[config.mk]
export PLATFORM = sky130hd
export DESIGN_NAME = fft_psd_avg
export DESIGN_NICKNAME = d
export VERILOG_FILES = /design/src/rtl/fft_psd_avg_pkg.sv /design/src/rtl/fft_psd_avg_cplx_mag2.sv /design/src/rtl/fft_psd_avg.sv
export SDC_FILE = /design/constraint.sdc
export NUM_CORES = 2
export LEC_CHECK = 0
export CORE_MARGIN = 10
export CORE_UTILIZATION = 60
export DETAILED_ROUTE_END_ITERATION = 10
export DONT_BUFFER_PORTS = 1
export PLACE_DENSITY = 0.79
export SETUP_SLACK_MARGIN = 0.5
export SLEW_MARGIN = 10
export SYNTH_ARGS = -nofsm -noshare
export SYNTH_HDL_FRONTEND = slang
export SYNTH_SLANG_ARGS = --single-unit
export TNS_END_PERCENT = 30
[constraint.sdc]
create_clock -name clk -period 9.6 [get_ports clk]
set_clock_uncertainty 0.15 [all_clocks]
set_input_delay 1.44 -clock clk [delete_from_list [all_inputs] [get_ports clk]]
set_output_delay 1.44 -clock clk [all_outputs]
set_load 0.02 [all_outputs]
[src/rtl/fft_psd_avg_pkg.sv]
// rtl/fft_psd_avg_pkg.sv - shared sample type, width helpers and state enum for the PSD averager
package fft_psd_avg_pkg;

    localparam int FPT_W = 16;

    typedef logic signed [FPT_W-1:0] fpt;

    typedef enum logic {
        PSD_IDLE = 1'b0,
        PSD_RUN  = 1'b1
    } psd_state_t;

    function automatic int pwr_w(input int w);
        return 2 * w + 1;
    endfunction

    function automatic int acc_w(input int w, input int log_m);
        return pwr_w(w) + log_m;
    endfunction

endpackage

[src/rtl/fft_psd_avg_cplx_mag2.sv]
// rtl/fft_psd_avg_cplx_mag2.sv - combinational |X|^2 of one complex sample, exact and unsigned
module cplx_mag2
    import fft_psd_avg_pkg::*;
#(
    parameter int W = 16
) (
    input  logic [2*W-1:0]     in_data,
    output logic [pwr_w(W)-1:0] power
);

    logic signed [2*W-1:0] re_x;
    logic signed [2*W-1:0] im_x;
    logic signed [2*W-1:0] sq_re;
    logic signed [2*W-1:0] sq_im;

    // Sign-extend first so the squares are formed at full width; each fits as a positive 2W value.
    always_comb begin
        re_x  = $signed({{W{in_data[2*W-1]}}, in_data[2*W-1:W]});
        im_x  = $signed({{W{in_data[W-1]}}, in_data[W-1:0]});
        sq_re = re_x * re_x;
        sq_im = im_x * im_x;
        power = {1'b0, sq_re} + {1'b0, sq_im};
    end

endmodule

[src/rtl/fft_psd_avg.sv]
// rtl/fft_psd_avg.sv - per-bin power accumulator averaging 2^LOG_M FFT frames
// Optional round-half-up before the divide: define PSD_ROUND_EN.
module fft_psd_avg
    import fft_psd_avg_pkg::*;
#(
    parameter int N     = 3,
    parameter int W     = 16,
    parameter int LOG_M = 2
) (
    input  logic                clk,
    input  logic                reset,
    input  logic                frame_start,
    input  logic [2*W-1:0]      in_data,
    output logic                out_valid,
    output logic                out_start,
    output logic [N-1:0]        out_bin,
    output logic [2*W:0]        out_power,
    output logic                frame_err
);

    localparam int PWR_W = pwr_w(W);
    localparam int ACC_W = acc_w(W, LOG_M);
    localparam int BINS  = 1 << N;
    localparam int FC_W  = (LOG_M > 0) ? LOG_M : 1;
    localparam logic [N-1:0]    LAST_BIN   = N'(BINS - 1);
    localparam logic [FC_W-1:0] LAST_FRAME = FC_W'((1 << LOG_M) - 1);
`ifdef PSD_ROUND_EN
    localparam int RND_I = (LOG_M > 0) ? (1 << ((LOG_M > 0) ? (LOG_M - 1) : 0)) : 0;
`else
    localparam int RND_I = 0;
`endif
    localparam logic [ACC_W:0] RND = (ACC_W + 1)'(RND_I);

    psd_state_t state, state_nxt;

    logic [N-1:0]     bcnt;
    logic [FC_W-1:0]  fcnt;
    logic [ACC_W-1:0] acc [BINS];
    logic [PWR_W-1:0] p;

    logic             sample;
    logic             restart;
    logic [N-1:0]     bin;
    logic [FC_W-1:0]  cur_fcnt;
    logic             final_frame;
    logic             last_bin;
    logic [ACC_W:0]   sum;
    logic [ACC_W:0]   sum_rnd;
    logic [PWR_W-1:0] avg;

    cplx_mag2 #(.W(W)) u_mag2 (
        .in_data (in_data),
        .power   (p)
    );

    always_ff @(posedge clk) begin
        if (reset) begin
            state <= PSD_IDLE;
        end else begin
            state <= state_nxt;
        end
    end

    // bcnt holds the index of the bin arriving in the current RUN cycle (1..2^N-1).
    always_comb begin
        state_nxt = state;
        sample    = 1'b0;
        restart   = 1'b0;
        bin       = '0;
        case (state)
            PSD_IDLE: begin
                if (frame_start) begin
                    sample    = 1'b1;
                    state_nxt = PSD_RUN;
                end
            end
            PSD_RUN: begin
                sample = 1'b1;
                if (frame_start && bcnt != LAST_BIN) begin
                    restart = 1'b1;
                end else begin
                    bin = bcnt;
                    if (bcnt == LAST_BIN) begin
                        state_nxt = PSD_IDLE;
                    end
                end
            end
            default: state_nxt = PSD_IDLE;
        endcase
    end

    // A restarted frame sees an all-zero accumulator and frame count 0.
    always_comb begin
        cur_fcnt    = restart ? '0 : fcnt;
        final_frame = (cur_fcnt == LAST_FRAME);
        last_bin    = (bin == LAST_BIN);
        sum         = (restart ? '0 : {1'b0, acc[bin]}) + (ACC_W + 1)'(p);
        sum_rnd     = sum + RND;
        avg         = PWR_W'(sum_rnd >> LOG_M);
    end

    always_ff @(posedge clk) begin
        if (reset) begin
            bcnt      <= '0;
            fcnt      <= '0;
            out_valid <= 1'b0;
            out_start <= 1'b0;
            out_bin   <= '0;
            out_power <= '0;
            frame_err <= 1'b0;
            for (int i = 0; i < BINS; i++) begin
                acc[i] <= '0;
            end
        end else begin
            frame_err <= restart;
            out_valid <= sample && final_frame;
            out_start <= sample && final_frame && (bin == '0);
            if (restart) begin
                for (int i = 0; i < BINS; i++) begin
                    acc[i] <= '0;
                end
            end
            if (sample) begin
                bcnt <= bin + N'(1);
                if (final_frame) begin
                    acc[bin]  <= '0;
                    out_bin   <= bin;
                    out_power <= avg;
                end else begin
                    acc[bin]  <= sum[ACC_W-1:0];
                end
                if (last_bin) begin
                    fcnt <= final_frame ? '0 : cur_fcnt + FC_W'(1);
                end else begin
                    fcnt <= cur_fcnt;
                end
            end
        end
    end

endmodule

==> key figures <==
Cells and area
  – Share of layout cells above drive strength 1: 9.24%
  – Final net count: 4223
  – Number of diodes: 0
  – Area Growth Syn to Fin: 8.03%
  – Non-filler instance count after layout: 4252
  – Post-Route Utilization: 65.4%

Hold path
  – Hold path endpoint: fcnt[1]
  – Worst hold path depth: 2
  – HP Class: reg2reg
  – Min-delay src: fcnt[1]

Logic synthesis
  – Flops & latches, synth: 325
  – Top-area cell type share of the netlist area: 29.7%
  – Post-synth top area cell: fa_1
  – YS warnings: 0
  – Cell Area, Synth: 34100 um2
  – Most used flip-flop cell after synthesis: edfxtp_1
  – Top cells by count, synth: inv_1 (698), fa_1 (506), nor2_1 (461)
  – Post-synth EDFFs: 280
  – Most frequent cell after synthesis: inv_1
  – Ys async rst share: 0%
  – Ranking of synthesized cells by area: fa_1 (30%), edfxtp_1 (25%), inv_1 (7.7%)
  – Post-synthesis cell type count: 73
  – Mapped Cells: 3491
  – Sequential area share after synthesis: 27.3%
  – Syn Nets: 4241
  – Mapped Avg Cell Area: 9.77 um2

Global routing
  – Antenna violations before repair: 0
  – Grt ovf: 0
  – Vias in the first global route: 25800
  – Global-route wire length before repair: 138 mm
  – Largest net degree at the start of global routing: 49
  – Global-route usage over all layers: 25.7%

Setup path
  – Critical Path RT: 9720 ps
  – Arr. time, crit path: 9220 ps
  – R2R cell count: 18
  – RR Startpoint: bcnt[1]
  – CP Launch Type: input port
  – Setup crit end kind: flop
  – Crit-path max cell delay: 560 ps
  – Slowest CP cell: fa_1
  – Crit Path Category: in2reg
  – Reg-to-reg endpoint: acc[0][34]
  – Critical Path Most Common Cell: fa_1
  – R2R setup slack: 3200 ps
  – Max FO, Critical Path: 16

Clocking
  – Worst-Skew Late Latency: 570 ps
  – CTS clk-pin slew, worst paths: 70 ps
  – CTS tree: built
  – Clock root cell: clkbuf_16
  – CTS Sinks: 325
  – Htree depth: 1
  – Clock buffer count from CTS: 29
  – CTS Buffer Depth: 3
  – CTS Hold Bufs: 0

Die
  – Rows: 87
  – Top Ports: 74
  – Die ar.: 66800 um2
  – Die Wd: 258 um
  – Core region area: 56400 um2
  – Initial cell density of the core: 60.5%
  – Die span in y: 258 um

Timing
  – Fin crit period: 9100 ps
  – Final period util: 94.8%
  – Fmax: 110 MHz
  – Slew headroom: 19.3%
  – # setup viols final: 0
  – Final hold violations: 0
  – RSZ-0062 raised after global routing: yes
  – Worst Max-Slew Pin Slew: 1210 ps
  – Fin. max-slew vios: 0

Routing
  – Avg Vias per Cell: 5.77
  – DRC viols: 0
  – Routed WL: 84.7 mm
  – Number of nets still failing antenna checks after routing: 0
  – Average wire per standard cell: 19.9 um
  – Initial drt markers: 2511
  – Router iterations before antenna repair: 8
  – Vias: 24500

Place
  – PortBufs: 0
  – Post-placement cell count: 4176
  – Final HPWL DP: 62.6 mm
  – Routability cong.: 0.933

Flow run
  – Max-cap viol count: 0

Run status
  – Outcome: finished, final reports clean
-- cell type report --
class | count | area, um2
well taps | 756 | 946
multi-input cells | 2328 | 22300
inverters | 702 | 2670
flip-flops and latches | 325 | 9310
fillers | 4347 | 19500
clock buffers | 39 | 803
repair buffers | 87 | 684
clock inverters | 15 | 136
-- through the flow --
stage	setup TNS [ps]	setup WS [ps]	cell area [um2]	hold WS (ps)
2_1_floorplan	0	322	34500	296
6_report	0	501	36900	341
3_5_place_dp	-221	-38.0	35300	326
4_1_cts	0	524	36200	341
5_1_grt	0	273	36900	399
3_3_place_gp	0	84.8	35300	311
-- registers in the layout, indices dropped and copies added (netlist names) --
name / cells
out_start: 1
out_power: 33
out_bin: 3
fcnt: 2
state: 1
out_valid: 1
acc: 280
bcnt: 3
frame_err: 1
-- repair_timing --
item                                    4_1_cts  5_1_grt
gates cloned                                  0        1
buffers inserted                              0       21
resized for setup                             1      104
pin swaps                                     0       49
hold endpoints to repair                      0        0
endpoints found under the setup margin        3      115
-- worst max-delay path: cells and delay by family --
family,cells,cell delay (ps)
adder cells (fa/ha/maj),9,4160
AND/OR/NAND/NOR,9,1380
AO/OA/AOI/OAI,7,1270
buffers and inverters,7,450
multiplexers,1,380
XOR/XNOR,1,140
-- cell families (layout without fill, tap and decap cells) --
logic type,count (synthesis),after routing,synth area share [%]
AO/OA/AOI/OAI,440,440,8.36
XOR/XNOR,110,110,2.87
buffers and inverters,839,843,9.27
adder cells (fa/ha/maj),715,715,37.4
AND/OR/NAND/NOR,987,987,12.5
multiplexers,75,76,2.36
flip-flops,325,325,27.3
-- cells in the final DEF (no fill, tap or decap), types with 41 or more instances in the layout --
cell	netlist	final
nor2_1	461	451
o211ai_1	44	44
buf_4	0	81
nor3_1	53	51
a21o_1	43	43
fa_1	506	500
o21ai_0	51	42
inv_1	698	681
nand2_1	265	254
edfxtp_1	280	280
and2_1	84	76
ha_1	209	185
a21oi_1	162	145
dfxtp_1	45	44
mux2i_1	41	41
xnor2_1	74	67
-- layer usage --
metal  vias to the layer above  global-route usage [%]  wire [um]  part of all wire, %
met2                      1204                    43.0      41200                   49
met4                         0                    7.63       2570                  3.0
met5                         -                       0          0                    0
li1                      11000                       -          -                    -
met1                     12100                    33.7      32600                   38
met3                       179                    4.92       8350                  9.9
-- worst max path at each step --
stage | from | to | slack [ps]
final | in_data[19] | acc[0][34] | 500
after global routing | in_data[13] | acc[3][34] | 270
after CTS | in_data[2] | acc[0][34] | 520
after detailed placement | in_data[18] | acc[6][34] | -40
after global placement | in_data[18] | acc[7][34] | 80
after floorplan | in_data[10] | acc[0][34] | 320
Power is left out: the tool's default activity adds up to more than one toggle a clock period on the data nets, which glitch-free logic cannot reach.
